<file path="src/rtl/ms_timer_pkg.sv">
// Shared definitions for the millisecond timer slice: state encoding and default widths.
// No logic; imported by the delay timer and its wrapper.
// No flow control.
package ms_timer_pkg;

    typedef enum logic {
        IDLE = 1'b0,
        RUN  = 1'b1
    } state_t;

    localparam int DW_DEFAULT          = 16;
    localparam int CLKS_PER_MS_DEFAULT = 50000;

    // Counter width that still works for a divide-by-one tick generator.
    function automatic int cnt_width(input int n);
        return (n > 1) ? $clog2(n) : 1;
    endfunction

endpackage

</file>
<file path="src/rtl/Timer_1ms.sv">
// Free-running ms tick generator: one-cycle tick every CLKS_PER_MS clocks while enabled.
// Latency: first tick CLKS_PER_MS clocks after enable rises; tick is registered.
// No backpressure; dropping enable clears the phase so each run starts a fresh ms.
module Timer_1ms
    import ms_timer_pkg::*;
#(
    parameter int CLKS_PER_MS = CLKS_PER_MS_DEFAULT
) (
    input  logic clock,
    input  logic reset,
    input  logic enable,
    output logic tick
);

    localparam int CW = cnt_width(CLKS_PER_MS);

    logic [CW-1:0] cnt;

    always_ff @(posedge clock) begin
        if (!reset) begin
            cnt  <= '0;
            tick <= 1'b0;
        end else if (!enable) begin
            cnt  <= '0;
            tick <= 1'b0;
        end else if (cnt == CW'(CLKS_PER_MS - 1)) begin
            cnt  <= '0;
            tick <= 1'b1;
        end else begin
            cnt  <= cnt + CW'(1);
            tick <= 1'b0;
        end
    end

endmodule

</file>
<file path="src/rtl/variable_timer_top.sv">
// Delay timer paired with its ms tick generator; the generator only runs while timing.
// Latency: as ms_delay_timer, with ticks every CLKS_PER_MS clocks once busy.
// No backpressure.
module variable_timer_top
    import ms_timer_pkg::*;
#(
    parameter int DW          = DW_DEFAULT,
    parameter int CLKS_PER_MS = CLKS_PER_MS_DEFAULT
) (
    input  logic          clock,
    input  logic          reset,
    input  logic          start,
    input  logic          abort,
    input  logic          periodic,
    input  logic [DW-1:0] delay_ms,
    output logic          busy,
    output logic          done,
    output logic [DW-1:0] remaining
);

    logic tick_enable;
    logic ms_tick;

    Timer_1ms #(
        .CLKS_PER_MS(CLKS_PER_MS)
    ) u_tick (
        .clock (clock),
        .reset (reset),
        .enable(tick_enable),
        .tick  (ms_tick)
    );

    ms_delay_timer #(
        .DW(DW)
    ) u_timer (
        .clock      (clock),
        .reset      (reset),
        .start      (start),
        .abort      (abort),
        .periodic   (periodic),
        .delay_ms   (delay_ms),
        .ms_tick    (ms_tick),
        .tick_enable(tick_enable),
        .busy       (busy),
        .done       (done),
        .remaining  (remaining)
    );

endmodule

</file>
<file path="src/rtl/ms_delay_timer.sv">
// Millisecond delay timer counting upstream ms ticks, one-shot or auto-reload.
// Latency: state/remaining/done update on the edge after start, abort or ms_tick is sampled.
// No backpressure; abort beats start beats ms_tick, and ticks are ignored while idle.
module ms_delay_timer
    import ms_timer_pkg::*;
#(
    parameter int DW = DW_DEFAULT
) (
    input  logic          clock,
    input  logic          reset,
    input  logic          start,
    input  logic          abort,
    input  logic          periodic,
    input  logic [DW-1:0] delay_ms,
    input  logic          ms_tick,
    output logic          tick_enable,
    output logic          busy,
    output logic          done,
    output logic [DW-1:0] remaining
);

    state_t        state;
    logic [DW-1:0] reload;
    logic          mode;

    assign busy        = (state == RUN);
    assign tick_enable = (state == RUN);

    always_ff @(posedge clock) begin
        if (!reset) begin
            state     <= IDLE;
            remaining <= '0;
            reload    <= '0;
            mode      <= 1'b0;
            done      <= 1'b0;
        end else begin
            done <= 1'b0;
            if (abort) begin
                state     <= IDLE;
                remaining <= '0;
            end else if (start) begin
                // A zero delay expires immediately instead of entering RUN.
                if (delay_ms != '0) begin
                    reload    <= delay_ms;
                    mode      <= periodic;
                    remaining <= delay_ms;
                    state     <= RUN;
                end else begin
                    remaining <= '0;
                    done      <= 1'b1;
                    state     <= IDLE;
                end
            end else if (state == RUN && ms_tick) begin
                if (remaining > DW'(1)) begin
                    remaining <= remaining - DW'(1);
                end else begin
                    done <= 1'b1;
                    if (mode) begin
                        remaining <= reload;
                    end else begin
                        remaining <= '0;
                        state     <= IDLE;
                    end
                end
            end
        end
    end

endmodule
</file>
<file path="config.mk">
export PLATFORM = sky130hd
export DESIGN_NAME = variable_timer_top
export DESIGN_NICKNAME = d
export VERILOG_FILES = /design/src/rtl/ms_timer_pkg.sv /design/src/rtl/Timer_1ms.sv /design/src/rtl/variable_timer_top.sv /design/src/rtl/ms_delay_timer.sv
export SDC_FILE = /design/constraint.sdc
export NUM_CORES = 1
export LEC_CHECK = 0
export ABC_AREA = 1
export ABC_CLOCK_PERIOD_IN_PS = 2100
export BUFFER_PORTS_ARGS = -buffer_cell sky130_fd_sc_hd__clkbuf_2
export CAP_MARGIN = 40
export CORE_ASPECT_RATIO = 0.7
export CORE_UTILIZATION = 28
export DETAILED_ROUTE_END_ITERATION = 8
export PLACE_DENSITY = 0.49
export SKIP_CTS_REPAIR_TIMING = 1
export SLEW_MARGIN = 20
export SYNTH_ARGS = -nofsm -noshare
export SYNTH_HDL_FRONTEND = slang
export SYNTH_SLANG_ARGS = --single-unit
</file>
<file path="constraint.sdc">
create_clock -name clock -period 2.1 [get_ports clock]
set_clock_uncertainty 0.05 [all_clocks]
set_input_delay 0.42 -clock clock [delete_from_list [all_inputs] [get_ports clock]]
set_output_delay 0.42 -clock clock [all_outputs]
set_load 0.01 [all_outputs]
</file>
Yosys cells after proc, flatten, opt, wreduce, memory -nomap -nowiden
Cells that the tools add are included.
{ "totals": {"register_bits": 52, "inputBits": 21} }
{ "op_classes": {"add_sub_neg": 2, "n_lt_le_gt_ge": 1, "n_eq_ne": 3, "mux": 15, "n_bitwise": 3, "n_reduce_logical": 8} }
{ "op_table": {"columns": ["op", "count"], "rows": [
  ["$mux 16", 5],
  ["$add 16x1->16 const B", 1],
  ["$eq 16x16->1 const B", 1],
  ["$gt 16x1->1 const B", 1],
  ["$reduce_bool 16->1", 1],
  ["$sub 16x1->16 const B", 1],
  ["$mux 1", 10],
  ["$reduce_and 3->1", 2],
  ["$ne 2x2->1 const B", 2],
  ["$not 1->1", 3],
  ["$reduce_or 3->1", 1],
  ["$reduce_and 2->1", 1],
  ["$reduce_bool 2->1", 1],
  ["$reduce_or 2->1", 1],
  ["$logic_and 1x1->1", 1]
]} }

Depth between registers and ports, before layout
Gate-level depths: netlist of run 1.
{ "logic_depth": {"word_depth": 4, "depth_mapped": 12, "mapped_depth_nobuf": 12} }

Cells and area by module
A second synthesis of run 1 with hierarchy kept.
{ "hier_totals": {"hier_cells": 499, "area_unflattened_um2": 3193.1} }
{ "modules_own_cells": {"columns": ["mod", "n_inst", "cells_each", "area_each_um2", "seq_area_each_um2"], "rows": [
  ["ms_delay_timer", 1, 372, 2294.7, 700.7],
  ["Timer_1ms", 1, 127, 898.4, 340.3]
]} }

Worst setup path after synthesis of run 1
Ideal clock, no wire load.
{ "synth_timing": {"path_kind": "register to register", "start": "register u_timer.remaining[0]", "end": "register u_timer.remaining[7]", "setup_ps": 117, "t_arrival_ps": 1488, "t_required_ps": 1933, "setup_slack_ps": 445, "path_stages_with_launch": 13, "path_cell_list": "dfxtp_1 > inv_1 > ha_1 > inv_1 > nand2_1 > nand2_1 > nor2_1 > nand3_2 > buf_6 > nand2_2 > nand2_1 > a21oi_1 > nor2_1"} }
{ "synth_between": {"elab_chain_len": 4} }
{ "synth_lines": {"columns": ["item", "line_no", "text"], "rows": [
  ["start, declared", "ms_delay_timer.sv:19", "output logic [DW-1:0] remaining"],
  ["start signal, assigned", "ms_delay_timer.sv:46", "remaining <= delay_ms;"],
  ["start signal, assigned", "ms_delay_timer.sv:55", "remaining <= remaining - DW'(1);"],
  ["start signal, assigned", "ms_delay_timer.sv:59", "remaining <= reload;"],
  ["$sub 16x1->16 or $gt 16x1->1 (tied branches)", "ms_delay_timer.sv:55, ms_delay_timer.sv:54", null],
  ["$mux 16 *", "ms_delay_timer.sv:54", "if (remaining > DW'(1)) begin"],
  ["$mux 16 *", "ms_delay_timer.sv:53", "end else if (state == RUN && ms_tick) begin"],
  ["$mux 16 *", "ms_delay_timer.sv:41", "end else if (start) begin"]
]} }
Mark *: on every way between the ends. The rest lies on a longest branch, timed or not. The select of a mux whose other input is x is not followed.
A chain may end at the register's enable or synchronous reset.

Worst setup path in the final report of run 1
{ "layout_timing": {"start": "register u_timer.remaining[0]", "end": "register u_timer.remaining[8]"} }
The elaborated chain is that of the path after synthesis.

==> impl_metrics.py, run 1 <==
metrics = {
    "floorplanning": {
        "die-area_mm2": 0.01168,
        "core.rowCount": 31,
        "core-area_mm2": 0.01063,
        "io-pin-count": 39,
        "die_w_um": 128.7,
        "die_h_um": 90.72,
        "start_util_pct": 29.62,
    },
    "worst_setup_path": {
        "path_class": "reg2reg",
        "worstSetupEndpointType": "flop",
        "worstSetupStartpoint": "u_timer.remaining[0]",
        "crit_chain": "inv_1 -> ha_1 -> inv_1 -> nand2_1 -> nand2_1 -> nor2_1 -> nand3_4 -> nor2_1 -> nand2_1 -> a31oi_1",
        "crit_family": "simple AND/OR/NAND/NOR gates",
        "reg2reg_from": "u_timer.remaining[0]",
        "cp.buffers_inverters": 2,
        "cpPeakStageDelay_ns": 0.34,
        "worstPathMaxFanout": 15,
        "cp.required_ns": 2.27,
        "arrival_ns": 2.04,
        "worst_setup_path_start_kind": "flop",
        "critical_path_depth": 10,
        "crit_top_cell": "nand2_1",
        "critPathSlowestCell": "dfxtp_1",
        "r2r_cells": 10,
    },
    "clock_network": {
        "clk-insertion-delay-late_ns": 0.30,
        "clock-root-buffer": "clkbuf_16",
        "clock_path_buffers": 2,
        "htree_levels": 2,
        "clk_pin_slew_ns": 0.08,
        "cts_sinks": 52,
        "cts_tree": "yes",
        "cts-buffers-inserted": 5,
    },
    "final_layout": {
        "drive_above_1_share_pct": 16.20,
        "layout.nets": 560,
        "n_antenna_cell": 0,
        "final_common_cell": "nand2_1",
        "design_area_mm2": 0.003690,
        "mostFrequentLayoutCells": "nand2_1 (139), inv_1 (69), dfxtp_1 (52), nand3_1 (49), nor2_1 (46)",
        "utilization_pct": 34.72,
        "area_growth_syn_to_layout_pct": 17.21,
    },
    "grt": {
        "globalRoute.totalOverflow": 0,
        "grt_pass1_vias": 2897,
        "grt_usage_pct": 17.05,
        "grt_pass1_wl_um": 15390,
        "grt_start_max_net_pins": 22,
        "antenna_found_initial": 0,
    },
    "timing": {
        "tightest_slew_ns": 0.7287,
        "hold_viol_final": 0,
        "min_period_over_period_pct": 89.10,
        "max-slew-margin-rel_pct": 51.36,
        "final-setup-viol-count": 0,
        "fin_crit_ns": 1.871,
        "clock.fmax_mhz": 534.4,
        "hold_ws_ns": 0.3232,
        "drv_slew": 0,
    },
    "synth": {
        "synthesis.instances": 495,
        "syn_area_mm2": 0.003148,
        "ys_seq_elements": 52,
        "synth.distinct_cells": 36,
        "ys_seq_area_share_pct": 33.07,
        "yosysWarnings": 0,
        "avgSynthCellArea_um2": 6.360,
        "synth_nets": 519,
    },
    "detailed_routing": {
        "drt-pass1-iter-count": 5,
        "wire_per_inst_um": 13.98,
        "vias": 3194,
        "drc": 0,
        "drtIter0Drc": 261,
        "via_per_inst": 4.663,
        "routed_wl_um": 9578,
        "ant_nets": 0,
    },
    "placement": {
        "placed_area_mm2": 0.003515,
        "dp_hpwl_um": 7191,
        "gp_congestion": 0.8631,
        "io_buffers": 38,
    },
    "min_path": {
        "hold_class": "in2reg",
        "hp-start": "periodic",
        "holdPathStages": 3,
    },
    "pwr": {
        "power_density_mw_per_mm2": 681.1,
        "p_leak_nw": 1.679,
        "ir_drop_mv": 0.3049,
    },
    "status": {
        "status": "complete, no violations",
    },
    "job": {
        "cap_viol_max_count": 0,
    },
}
[routing by layer]
| layer | part of all wire (%) | global-route usage (%) |
|---|---|---|
| met4 | 0.89 | 3.824 |
| met1 | 56 | 28.72 |
| met2 | 34 | 19.68 |
| met3 | 9.2 | 4.562 |
| met5 | 0 | 0 |
[per-stage QoR]
stage | total power [mW] | setup TNS, ns | instances | setup slack (ns)
after floorplan | 1.415 | 0 | 495 | 0.4452
after global placement | 1.551 | 0 | 677 | 0.2520
after detailed placement | 1.549 | 0 | 677 | 0.1815
after CTS | 2.532 | 0 | 685 | 0.1635
after global routing | 2.644 | -0.02005 | 685 | -0.01664
final | 2.513 | 0 | 685 | 0.2289
[area by class of cell]
cell class / instances / area [um^2]
multi-input combinational: 356 / 1733
tap: 148 / 185.2
clock buffer: 6 / 128.9
sequential: 52 / 1041
fill: 1189 / 6938
clock inverter: 2 / 38.79
timing repair buffer: 51 / 300.3
inverter: 70 / 262.8
[Yosys cell counts]
| master | n | area, um^2 |
|---|---|---|
| inv_1 | 69 | 259.0 |
| a21boi_0 | 1 | 7.510 |
| xnor2_1 | 2 | 17.52 |
| clkbuf_8 | 1 | 13.76 |
| nand2_4 | 2 | 22.52 |
| nor3_1 | 4 | 20.02 |
| and3_1 | 1 | 6.260 |
| nor2_2 | 6 | 37.54 |
| nand3_1 | 49 | 245.2 |
| nor2_1 | 46 | 172.7 |
| o221ai_1 | 1 | 8.760 |
| o21bai_1 | 1 | 7.510 |
| buf_6 | 4 | 45.04 |
| o21ai_0 | 29 | 145.1 |
| xor2_1 | 5 | 43.79 |
| a21oi_1 | 33 | 165.2 |
| or3_1 | 1 | 6.260 |
| buf_4 | 3 | 22.52 |
| nand3b_1 | 1 | 7.510 |
| nand2_2 | 4 | 25.02 |
| or2_2 | 1 | 6.260 |
| buf_1 | 1 | 3.750 |
| a31oi_1 | 2 | 12.51 |
| ha_1 | 3 | 37.54 |
| nand3_2 | 2 | 20.02 |
| nor4_2 | 2 | 25.02 |
| or2_0 | 1 | 6.260 |
| inv_2 | 1 | 3.750 |
| a21oi_2 | 9 | 78.83 |
| dfxtp_1 | 52 | 1041 |
| nand4_1 | 6 | 37.54 |
| nor2_4 | 2 | 22.52 |
| nand2_1 | 139 | 521.8 |
| clkbuf_1 | 5 | 18.77 |
| buf_2 | 3 | 15.01 |
| nor4_1 | 3 | 18.77 |
[sequential cells by signal, summed over array words and instances (netlist names)]
name / cells
u_timer.done: 1
u_tick.cnt: 16
u_tick.tick: 1
u_timer.remaining: 16
u_timer.mode: 1
u_timer.reload: 16
u_timer.busy: 1
[cell families after synthesis]
| group | synth area share [%] |
|---|---|
| AO/OA/AOI/OAI | 13.51 |
| adder cells (fa/ha/maj) | 1.192 |
| buffers and inverters | 12.12 |
| XOR/XNOR | 1.948 |
| flip-flops | 33.07 |
| AND/OR/NAND/NOR | 38.16 |
[final timing paths]
path / slack (ns) / endpoint
worst max-delay path: 0.23 / u_timer.remaining[8]
worst min-delay path: 0.32 / u_timer.mode
worst max register to register: 0.23 / u_timer.remaining[8]
worst min register to register: 0.40 / u_tick.cnt[0]
[power by group]
group	internal (mW)	switching (mW)	leakage (nW)
logic	0.166	0.319	1.17
clock network	0.569	0.407	0.0815
registers	1.02	0.0350	0.423
total	1.75	0.762	1.68
[tightest hold or removal path, cell delays in order]
cell      delay [ns]
clkbuf_2        0.08
nand3_1         0.07
a21oi_1         0.06
No activity file was read; power rests on OpenSTA's default activity.
==> inputs of run 2 (changes only) <==
Settings changed: MAX_ROUTING_LAYER set to met4, PLACE_DENSITY 0.49 to unset, PLACE_DENSITY_LB_ADDON set to 0.1.
==> impl_metrics.py, run 2 (synthesis gave the netlist of run 1 again) <==
metrics = {
    "worst_setup_path": {
        "cp.required_ns": 2.24,
        "worstSetupStartpoint": "u_timer.remaining[1]",
        "critPathSlowestCell": "dfxtp_1",
        "worst_setup_path_start_kind": "flop",
        "reg2reg_from": "u_timer.remaining[1]",
        "crit_top_cell": "nand2_1",
        "worstSetupEndpointType": "flop",
        "arrival_ns": 1.98,
        "r2r_cells": 11,
        "worstPathMaxFanout": 15,
        "cpPeakStageDelay_ns": 0.33,
        "path_class": "reg2reg",
        "crit_chain": "inv_1 -> ha_1 -> inv_1 -> nand2_1 -> nand2_1 -> nor2_1 -> nand3_4 -> nand2_2 -> nand2_1 -> a21oi_1 -> nor2_1",
    },
    "status": {
        "status": "complete, no violations",
    },
    "clock_network": {
        "clock-root-buffer": "clkbuf_16",
        "htree_levels": 2,
        "clock_path_buffers": 2,
        "cts_sinks": 52,
        "clk-insertion-delay-late_ns": 0.29,
        "clk_pin_slew_ns": 0.07,
        "cts_tree": "yes",
        "cts-buffers-inserted": 5,
    },
    "timing": {
        "tightest_slew_ns": 0.6733,
        "hold_viol_final": 0,
        "fin_tns_setup_ns": 0,
        "hold_ws_ns": 0.3342,
        "final-setup-viol-count": 0,
        "fin_crit_ns": 1.833,
        "clock.fmax_mhz": 545.4,
        "drv_slew": 0,
        "rsz0062_at_grt": "no",
        "max-slew-margin-rel_pct": 55.05,
        "min_period_over_period_pct": 87.30,
    },
    "floorplanning": {
        "die_h_um": 90.72,
        "core.rowCount": 31,
        "io-pin-count": 39,
        "die-area_mm2": 0.01168,
        "die_w_um": 128.7,
        "start_util_pct": 29.62,
        "core-area_mm2": 0.01063,
    },
    "detailed_routing": {
        "vias": 3193,
        "wire_per_inst_um": 13.96,
        "routed_wl_um": 9590,
        "via_per_inst": 4.648,
        "drt-pass1-iter-count": 4,
        "ant_nets": 0,
        "drc": 0,
        "drtIter0Drc": 237,
    },
    "pwr": {
        "ir_drop_mv": 0.2836,
        "power_density_mw_per_mm2": 675.4,
        "p_leak_nw": 1.682,
        "power_mw": 2.491,
    },
    "placement": {
        "placed_area_mm2": 0.003517,
        "io_buffers": 38,
        "gp_congestion": 0.8363,
        "dp_hpwl_um": 7365,
    },
    "grt": {
        "grt_usage_pct": 18.33,
        "grt_pass1_vias": 3066,
        "antenna_found_initial": 0,
        "grt_pass1_wl_um": 16230,
        "globalRoute.totalOverflow": 0,
        "grt_start_max_net_pins": 19,
    },
    "final_layout": {
        "nFillCells": 1217,
        "mostFrequentLayoutCells": "nand2_1 (139), inv_1 (69), dfxtp_1 (52), nand3_1 (49), nor2_1 (46)",
        "n_antenna_cell": 0,
        "drive_above_1_share_pct": 16.51,
        "top_regs": "u_tick.cnt x16, u_timer.reload x16, u_timer.remaining x16",
        "final_common_cell": "nand2_1",
        "design_area_mm2": 0.003689,
        "layout.nets": 562,
        "area_growth_syn_to_layout_pct": 17.17,
    },
    "job": {
        "cap_viol_max_count": 0,
    },
    "min_path": {
        "hold_class": "in2reg",
        "holdPathStages": 3,
        "hp-start": "periodic",
    },
}
[run 2: cell count changes in the layout (fill, tap and decap cells not counted), sizes merged]
cell | previous run | this run
buf | 13 | 15
clkinv | 0 | 1
inv | 71 | 70
[run 2: layout make-up]
cell class | instances | area [um^2] | area share [%]
timing repair buffer | 53 | 302.8 | 8.209
clock buffer | 6 | 128.9 | 3.494
clock inverter | 2 | 35.03 | 0.9498
tap | 148 | 185.2 | 5.020
multi-input combinational | 356 | 1733 | 46.98
sequential | 52 | 1041 | 28.22
inverter | 70 | 262.8 | 7.123
[run 2: worst max-delay path: cells and delay by family, from the launching register on]
kind            cells  cell delay [ns]
compound gates      1             0.13
buf+inv             2             0.20
flops               1             0.33
fa+ha+maj           1             0.24
simple gates        7             0.78
[run 2: routing by layer]
layer  wire length, um  part of all wire (%)  up-vias  track usage (%)
met2              3520                    37       49            24.10
met5                 0                     0        -                -
met4                64                  0.67        0            3.137
met1              5627                    59     1474            28.51
li1                  -                     -     1663                -
met3               376                   3.9        7            3.199
[run 2: worst paths after layout]
kind	slack, ns	endpoint
max	0.27	u_timer.remaining[7]
min reg2reg	0.40	u_tick.cnt[0]
min	0.33	u_timer.mode
max reg2reg	0.27	u_timer.remaining[7]
[run 2: power breakdown]
part           switching, mW  internal, mW
Sequential            0.0349          1.02
Combinational          0.324         0.164
Clock                  0.389         0.562
Total                  0.748          1.74
[run 2: through the flow]
step	util [%]	worst slack, ns	cells
floorplan	-	0.4452	495
global placement	33.09	0.2465	679
detailed placement	33.09	0.1941	679
CTS	34.64	0.1622	687
global route	34.71	0.03515	687
finish	34.71	0.2666	687
